===== src/rtl/sram_read_streamer_if.sv =====
// Command, SRAM read-port and output-stream signals of the SRAM read streamer.
// master = streamer side, slave = environment (command source, SRAM, stream sink).
interface sram_read_streamer_if #(
  parameter int DATA_WIDTH = 128,
  parameter int ADDR_WIDTH = 12,
  parameter int LEN_WIDTH  = 13
);
  logic                  cmd_valid;
  logic                  cmd_ready;
  logic [ADDR_WIDTH-1:0] cmd_base;
  logic [LEN_WIDTH-1:0]  cmd_len;
  logic                  re;
  logic [ADDR_WIDTH-1:0] radr;
  logic [DATA_WIDTH-1:0] q;
  logic                  out_valid;
  logic                  out_ready;
  logic [DATA_WIDTH-1:0] out_data;
  logic                  out_last;
  logic                  busy;

  modport master (
    input  cmd_valid, cmd_base, cmd_len, q, out_ready,
    output cmd_ready, re, radr, out_valid, out_data, out_last, busy
  );

  modport slave (
    output cmd_valid, cmd_base, cmd_len, q, out_ready,
    input  cmd_ready, re, radr, out_valid, out_data, out_last, busy
  );
endinterface


===== src/rtl/sram_read_streamer.sv =====
// Burst reader for the banked 1R1W SRAM wrapper: issues sequential reads, captures q
// one cycle later and streams words out through a 2-entry buffer with out_last.
module sram_read_streamer #(
  parameter int DATA_WIDTH      = 128,
  parameter int ADDR_WIDTH      = 12,
  parameter int BANK_ADDR_WIDTH = 10,
  parameter int LEN_WIDTH       = 13
) (
  input  logic                 clk,
  input  logic                 rst,
  sram_read_streamer_if.master bus
);

  typedef enum logic [1:0] {IDLE, READ, BANK_GAP, DRAIN} state_t;

  state_t                state_q, state_d;
  logic [ADDR_WIDTH-1:0] radr_q, radr_d;
  logic [LEN_WIDTH-1:0]  remaining_q, remaining_d;
  logic                  inflight_q, inflight_d;
  logic                  inflight_last_q, inflight_last_d;
  logic [DATA_WIDTH-1:0] buf_data_q [2];
  logic [DATA_WIDTH-1:0] buf_data_d [2];
  logic                  buf_last_q [2];
  logic                  buf_last_d [2];
  logic                  head_q, head_d;
  logic [1:0]            occ_q, occ_d;

  logic                  out_valid;
  logic                  pop;
  logic                  push;
  logic                  tail;
  logic [2:0]            load;
  logic                  can_issue;
  logic                  issue;
  logic [ADDR_WIDTH-1:0] next_addr;
  logic                  last_word;
  logic                  bank_change;

  assign out_valid   = (occ_q != 2'd0);
  assign pop         = out_valid & bus.out_ready;
  assign push        = inflight_q;
  assign tail        = head_q ^ occ_q[0];
  assign load        = {1'b0, occ_q} + {2'b00, inflight_q};
  // A word leaving this cycle frees a slot for the read issued now.
  assign can_issue   = pop ? (load < 3'd3) : (load < 3'd2);
  assign next_addr   = radr_q + ADDR_WIDTH'(1);
  assign last_word   = (remaining_q == LEN_WIDTH'(1));
  assign bank_change = next_addr[ADDR_WIDTH-1:BANK_ADDR_WIDTH] !=
                       radr_q[ADDR_WIDTH-1:BANK_ADDR_WIDTH];

  always_comb begin
    buf_data_d = buf_data_q;
    buf_last_d = buf_last_q;
    head_d     = head_q;
    occ_d      = occ_q;
    if (push) begin
      buf_data_d[tail] = bus.q;
      buf_last_d[tail] = inflight_last_q;
    end
    if (pop) begin
      head_d = ~head_q;
    end
    case ({push, pop})
      2'b10:   occ_d = occ_q + 2'd1;
      2'b01:   occ_d = occ_q - 2'd1;
      default: occ_d = occ_q;
    endcase
  end

  always_comb begin
    state_d         = state_q;
    radr_d          = radr_q;
    remaining_d     = remaining_q;
    issue           = 1'b0;
    case (state_q)
      IDLE: begin
        if (bus.cmd_valid && (bus.cmd_len != '0)) begin
          state_d     = READ;
          radr_d      = bus.cmd_base;
          remaining_d = bus.cmd_len;
        end
      end
      READ: begin
        if (can_issue) begin
          issue       = 1'b1;
          remaining_d = remaining_q - LEN_WIDTH'(1);
          // radr must keep its bank for one more cycle so the wrapper's q mux
          // still selects the bank of the word being returned.
          if (last_word) begin
            state_d = DRAIN;
          end else if (bank_change) begin
            state_d = BANK_GAP;
          end else begin
            radr_d = next_addr;
          end
        end
      end
      BANK_GAP: begin
        radr_d  = next_addr;
        state_d = READ;
      end
      DRAIN: begin
        if (!inflight_q && (occ_d == 2'd0)) begin
          state_d = IDLE;
        end
      end
      default: state_d = IDLE;
    endcase
    inflight_d      = issue;
    inflight_last_d = issue & last_word;
  end

  always_ff @(posedge clk) begin
    if (rst) begin
      state_q         <= IDLE;
      radr_q          <= '0;
      remaining_q     <= '0;
      inflight_q      <= 1'b0;
      inflight_last_q <= 1'b0;
      head_q          <= 1'b0;
      occ_q           <= 2'd0;
      for (int i = 0; i < 2; i++) begin
        buf_data_q[i] <= '0;
        buf_last_q[i] <= 1'b0;
      end
    end else begin
      state_q         <= state_d;
      radr_q          <= radr_d;
      remaining_q     <= remaining_d;
      inflight_q      <= inflight_d;
      inflight_last_q <= inflight_last_d;
      head_q          <= head_d;
      occ_q           <= occ_d;
      for (int i = 0; i < 2; i++) begin
        buf_data_q[i] <= buf_data_d[i];
        buf_last_q[i] <= buf_last_d[i];
      end
    end
  end

  assign bus.cmd_ready = (state_q == IDLE) & ~rst;
  assign bus.re        = issue & ~rst;
  assign bus.radr      = radr_q;
  assign bus.out_valid = out_valid;
  assign bus.out_data  = buf_data_q[head_q];
  assign bus.out_last  = buf_last_q[head_q] & out_valid;
  assign bus.busy      = (state_q != IDLE);

endmodule


===== src/flat_wrapper.sv =====
// flat-port wrapper written by rule: the top's interface ports become plain ports
module sram_read_streamer_flat 
#(
  parameter int DATA_WIDTH      = 128,
  parameter int ADDR_WIDTH      = 12,
  parameter int BANK_ADDR_WIDTH = 10,
  parameter int LEN_WIDTH       = 13
)
  (clk, rst, bus_cmd_valid, bus_cmd_base, bus_cmd_len, bus_q, bus_out_ready, bus_cmd_ready, bus_re, bus_radr, bus_out_valid, bus_out_data, bus_out_last, bus_busy);
  sram_read_streamer_if #(.DATA_WIDTH(DATA_WIDTH), .ADDR_WIDTH(ADDR_WIDTH), .LEN_WIDTH(LEN_WIDTH)) bus_i ();
  input  logic clk;
  input  logic rst;
  input wire logic [$bits(bus_i.cmd_valid)-1:0] bus_cmd_valid;
  input wire logic [$bits(bus_i.cmd_base)-1:0] bus_cmd_base;
  input wire logic [$bits(bus_i.cmd_len)-1:0] bus_cmd_len;
  input wire logic [$bits(bus_i.q)-1:0] bus_q;
  input wire logic [$bits(bus_i.out_ready)-1:0] bus_out_ready;
  output wire logic [$bits(bus_i.cmd_ready)-1:0] bus_cmd_ready;
  output wire logic [$bits(bus_i.re)-1:0] bus_re;
  output wire logic [$bits(bus_i.radr)-1:0] bus_radr;
  output wire logic [$bits(bus_i.out_valid)-1:0] bus_out_valid;
  output wire logic [$bits(bus_i.out_data)-1:0] bus_out_data;
  output wire logic [$bits(bus_i.out_last)-1:0] bus_out_last;
  output wire logic [$bits(bus_i.busy)-1:0] bus_busy;
  assign bus_i.cmd_valid = bus_cmd_valid;
  assign bus_i.cmd_base = bus_cmd_base;
  assign bus_i.cmd_len = bus_cmd_len;
  assign bus_i.q = bus_q;
  assign bus_i.out_ready = bus_out_ready;
  assign bus_cmd_ready = bus_i.cmd_ready;
  assign bus_re = bus_i.re;
  assign bus_radr = bus_i.radr;
  assign bus_out_valid = bus_i.out_valid;
  assign bus_out_data = bus_i.out_data;
  assign bus_out_last = bus_i.out_last;
  assign bus_busy = bus_i.busy;
  sram_read_streamer #(.DATA_WIDTH(DATA_WIDTH), .ADDR_WIDTH(ADDR_WIDTH), .BANK_ADDR_WIDTH(BANK_ADDR_WIDTH), .LEN_WIDTH(LEN_WIDTH)) u_core (.clk(clk), .rst(rst), .bus(bus_i));
endmodule

===== config.mk =====
export PLATFORM = sky130hd
export DESIGN_NAME = sram_read_streamer_flat
export DESIGN_NICKNAME = d
export VERILOG_FILES = /design/src/rtl/sram_read_streamer_if.sv /design/src/rtl/sram_read_streamer.sv /design/src/flat_wrapper.sv
export SDC_FILE = /design/constraint.sdc
export NUM_CORES = 1
export LEC_CHECK = 0
export ABC_AREA = 1
export CORE_MARGIN = 1.5
export CORE_UTILIZATION = 54
export DETAILED_ROUTE_END_ITERATION = 12
export GPL_ROUTABILITY_DRIVEN = 0
export PLACE_DENSITY = 0.86
export SYNTH_ARGS = -nofsm -noshare
export SYNTH_HDL_FRONTEND = slang
export SYNTH_SLANG_ARGS = --single-unit

===== constraint.sdc =====
create_clock -name clk -period 3.5 [get_ports clk]
set_input_delay 0.35 -clock clk [delete_from_list [all_inputs] [get_ports clk]]
set_output_delay 0.35 -clock clk [all_outputs]
set_load 0.02 [all_outputs]

==> impl_metrics.json <==
{
  "synth_top_cell_by_area": "dfxtp_1",
  "synth_nets": 1983,
  "cts.sinks": 290,
  "r2r_start": "u_core.inflight_q",
  "yosysSeqAreaShare_pct": 45.4,
  "synthCells": 1816,
  "crit_path_max_fanout": 6,
  "crit_cells": 8,
  "cts_tree": "built",
  "ant_nets": 0,
  "postLayoutCoreUtil_pct": 72.1,
  "area.growth.synth_to_final_pct": 31.6,
  "grt_pass1_vias": 11200,
  "ioPinCount": 302,
  "crit_end": "bus_re",
  "hold_class": "primary input to flip-flop",
  "setup.worst_path.start": "u_core.inflight_q",
  "die_y_um": 157,
  "cp.required_ps": 3150,
  "worst_r2r_path_depth": 11,
  "placed_area_mm2": 0.0158,
  "synth-seq-cells": 290,
  "worst_hold_slack_ps": 437,
  "ys_types": 35,
  "cts_resized": 0,
  "vias": 12200,
  "crit_path_max_incr_delay_ps": 660,
  "wl_per_cell_um": 13.6,
  "grt_setup_unrepaired": "false",
  "htreeDepth": 1,
  "syn_avg_cell_area_um2": 7.04,
  "grt_util_all_layers_pct": 25.2,
  "crit_arrival_ps": 3030,
  "critical-path-slowest-cell": "clkdlybuf4s50_1",
  "dpl.hpwl_um": 20900,
  "finalSetupViolCount": 0,
  "rows": 56,
  "ctsHoldBuffers": 0,
  "worst_setup_path_start_kind": "flip-flop",
  "ir_drop_mv": 0.571,
  "synth.top_cells.by_area": "dfxtp_1, o21ai_0, a21oi_1",
  "drive_above_1_share_pct": 4.03,
  "reg2reg_slack_ps": 1160,
  "slew_headroom_pct": 55.8,
  "crit_type": "flip-flop to primary output",
  "hold_viol": 0,
  "synth_top_area_share_pct": 45.4,
  "fin_crit_sh_pct": 96.7,
  "cts_root_buffer": "clkbuf_16",
  "portBuffers": 301,
  "grt_max_degree": 157,
  "final_cell_mix": "o21ai_0, clkdlybuf4s50_1, inv_1, dfxtp_1, nand2_1",
  "setup_tns_ps": 0,
  "path_cells": "ha_1 -> inv_1 -> ha_1 -> a21oi_1 -> nand2_4 -> and2_2 -> nor3_1 -> clkdlybuf4s50_1",
  "final_cell_area_mm2": 0.0168,
  "critPathCaptureType": "primary output",
  "finClkSkew_ps": 20.6,
  "viasPerCell": 5.13,
  "final_common_cell": "o21ai_0",
  "p_per_area_mw_per_mm2": 752,
  "cpMostUsedCell": "ha_1",
  "start_util_pct": 54.8,
  "reg2reg_to": "u_core.bus.radr[8]",
  "tightest_slew_ps": 663,
  "drt_wl_total_um": 32400,
  "clockBufferDepth": 3,
  "clkSlewWorstSetupHoldPaths_ps": 60,
  "layout_min_cycle_time_ps": 3380,
  "timing.fmax_mhz": 296,
  "maxCapViolCount": 0,
  "post_cts_buffers": 0,
  "slew_viol_final": 0,
  "cellLeakagePower_nw": 6.16,
  "overflow": 0,
  "drc_errors": 0,
  "place_ws_ps": 714,
  "critPathTopFamily": "buffers and inverters",
  "fin_ws_ps": 116,
  "worst-path-buf-inv": 2,
  "die_area_mm2": 0.0246,
  "antenna_found_initial": 1,
  "die_w_um": 157,
  "status": "finished, final reports clean",
  "grt_pass1_wl_um": 51800,
  "synthesis.area_mm2": 0.0128,
  "insertion_delay_ps": 560,
  "drtPass1Iterations": 5,
  "drt_iter0_drc": 886,
  "nets": 2203,
  "cts_buffers": 31,
  "core-area_mm2": 0.0233,
  "ys_warn_count": 0
}
worst min-delay path by stage:
stage	start	end	slack, ps	cells after the start
6_report	bus_q[10]	u_core.buf_data_q[10]	440	3
5_1_grt	bus_q[75]	u_core.buf_data_q[203]	430	3
3_5_place_dp	u_core.buf_data_q[102]	u_core.buf_data_q[102]	430	2
3_3_place_gp	u_core.buf_data_q[80]	u_core.buf_data_q[80]	430	2
2_1_floorplan	u_core.buf_data_q[0]	u_core.buf_data_q[0]	420	2
4_1_cts	bus_q[116]	u_core.buf_data_q[116]	430	3
area by class of cell:
| type | count | area, um2 |
|---|---|---|
| multi-input combinational | 1101 | 5280 |
| tap | 319 | 399 |
| timing repair buffer | 313 | 3200 |
| inverter | 299 | 1130 |
| clock inverter | 10 | 60.1 |
| sequential | 290 | 5810 |
| clock buffer | 48 | 930 |
| antenna | 1 | 2.50 |
| fill | 1782 | 6520 |
flip-flops by register name, indices dropped and copies added, names as in the netlist:
| signal | cells |
|---|---|
| u_core.occ_q | 2 |
| u_core.state_q | 2 |
| u_core.buf_data_q | 256 |
| u_core.inflight_last_q | 1 |
| u_core.inflight_q | 1 |
| u_core.remaining_q | 13 |
| u_core.head_q | 1 |
| u_core.buf_last_q | 2 |
| u_core.bus.radr | 12 |
through the flow:
step	power (W)	instances
6_report	0.0127	2381
5_1_grt	0.0135	2381
4_1_cts	0.0127	2380
3_5_place_dp	0.00954	2322
3_3_place_gp	0.00938	2322
2_1_floorplan	0.00773	1816
synth_stat cells (all sizes together):
library cell	instances
a21oi	276
and2	1
buf	62
clkbuf	64
clkinv	1
dfxtp	290
ha	10
inv	298
nand2	286
nand3	27
nand3b	2
nand4	3
nor2	73
nor3	6
nor4	1
o211ai	1
o21a	1
o21ai	406
o21bai	1
o22ai	1
or2	1
xnor2	4
xor2	1
logic make-up after synthesis:
family / share of synthesized area [%]
AOI/OAI and AO/OA: 26.9
xor gates and xnor gates: 0.343
adders and majority gates: 0.979
buffers and inverters: 13.4
DFF: 45.4
and+or+nand+nor: 12.9
routing by layer:
layer / routed length [um] / vias to the layer above / track usage (%)
met5: 0 / - / 0
met4: 1070 / 0 / 9.39
met3: 2640 / 83 / 7.03
met2: 15500 / 368 / 42.3
met1: 13200 / 5505 / 30.7
li1: - / 6265 / -
tightest hold or removal path, cell delays in order:
cell and delay, ps:
clkdlybuf4s50_1 400, o21ai_0 150, a21oi_1 40
power by group:
part | switching [W] | internal, W
logic | 0.00308 | 0.00199
clock network | 0.00131 | 0.00182
registers | 0.000395 | 0.00405
total | 0.00478 | 0.00787
Note: power is estimated with default switching activity, not from simulation.
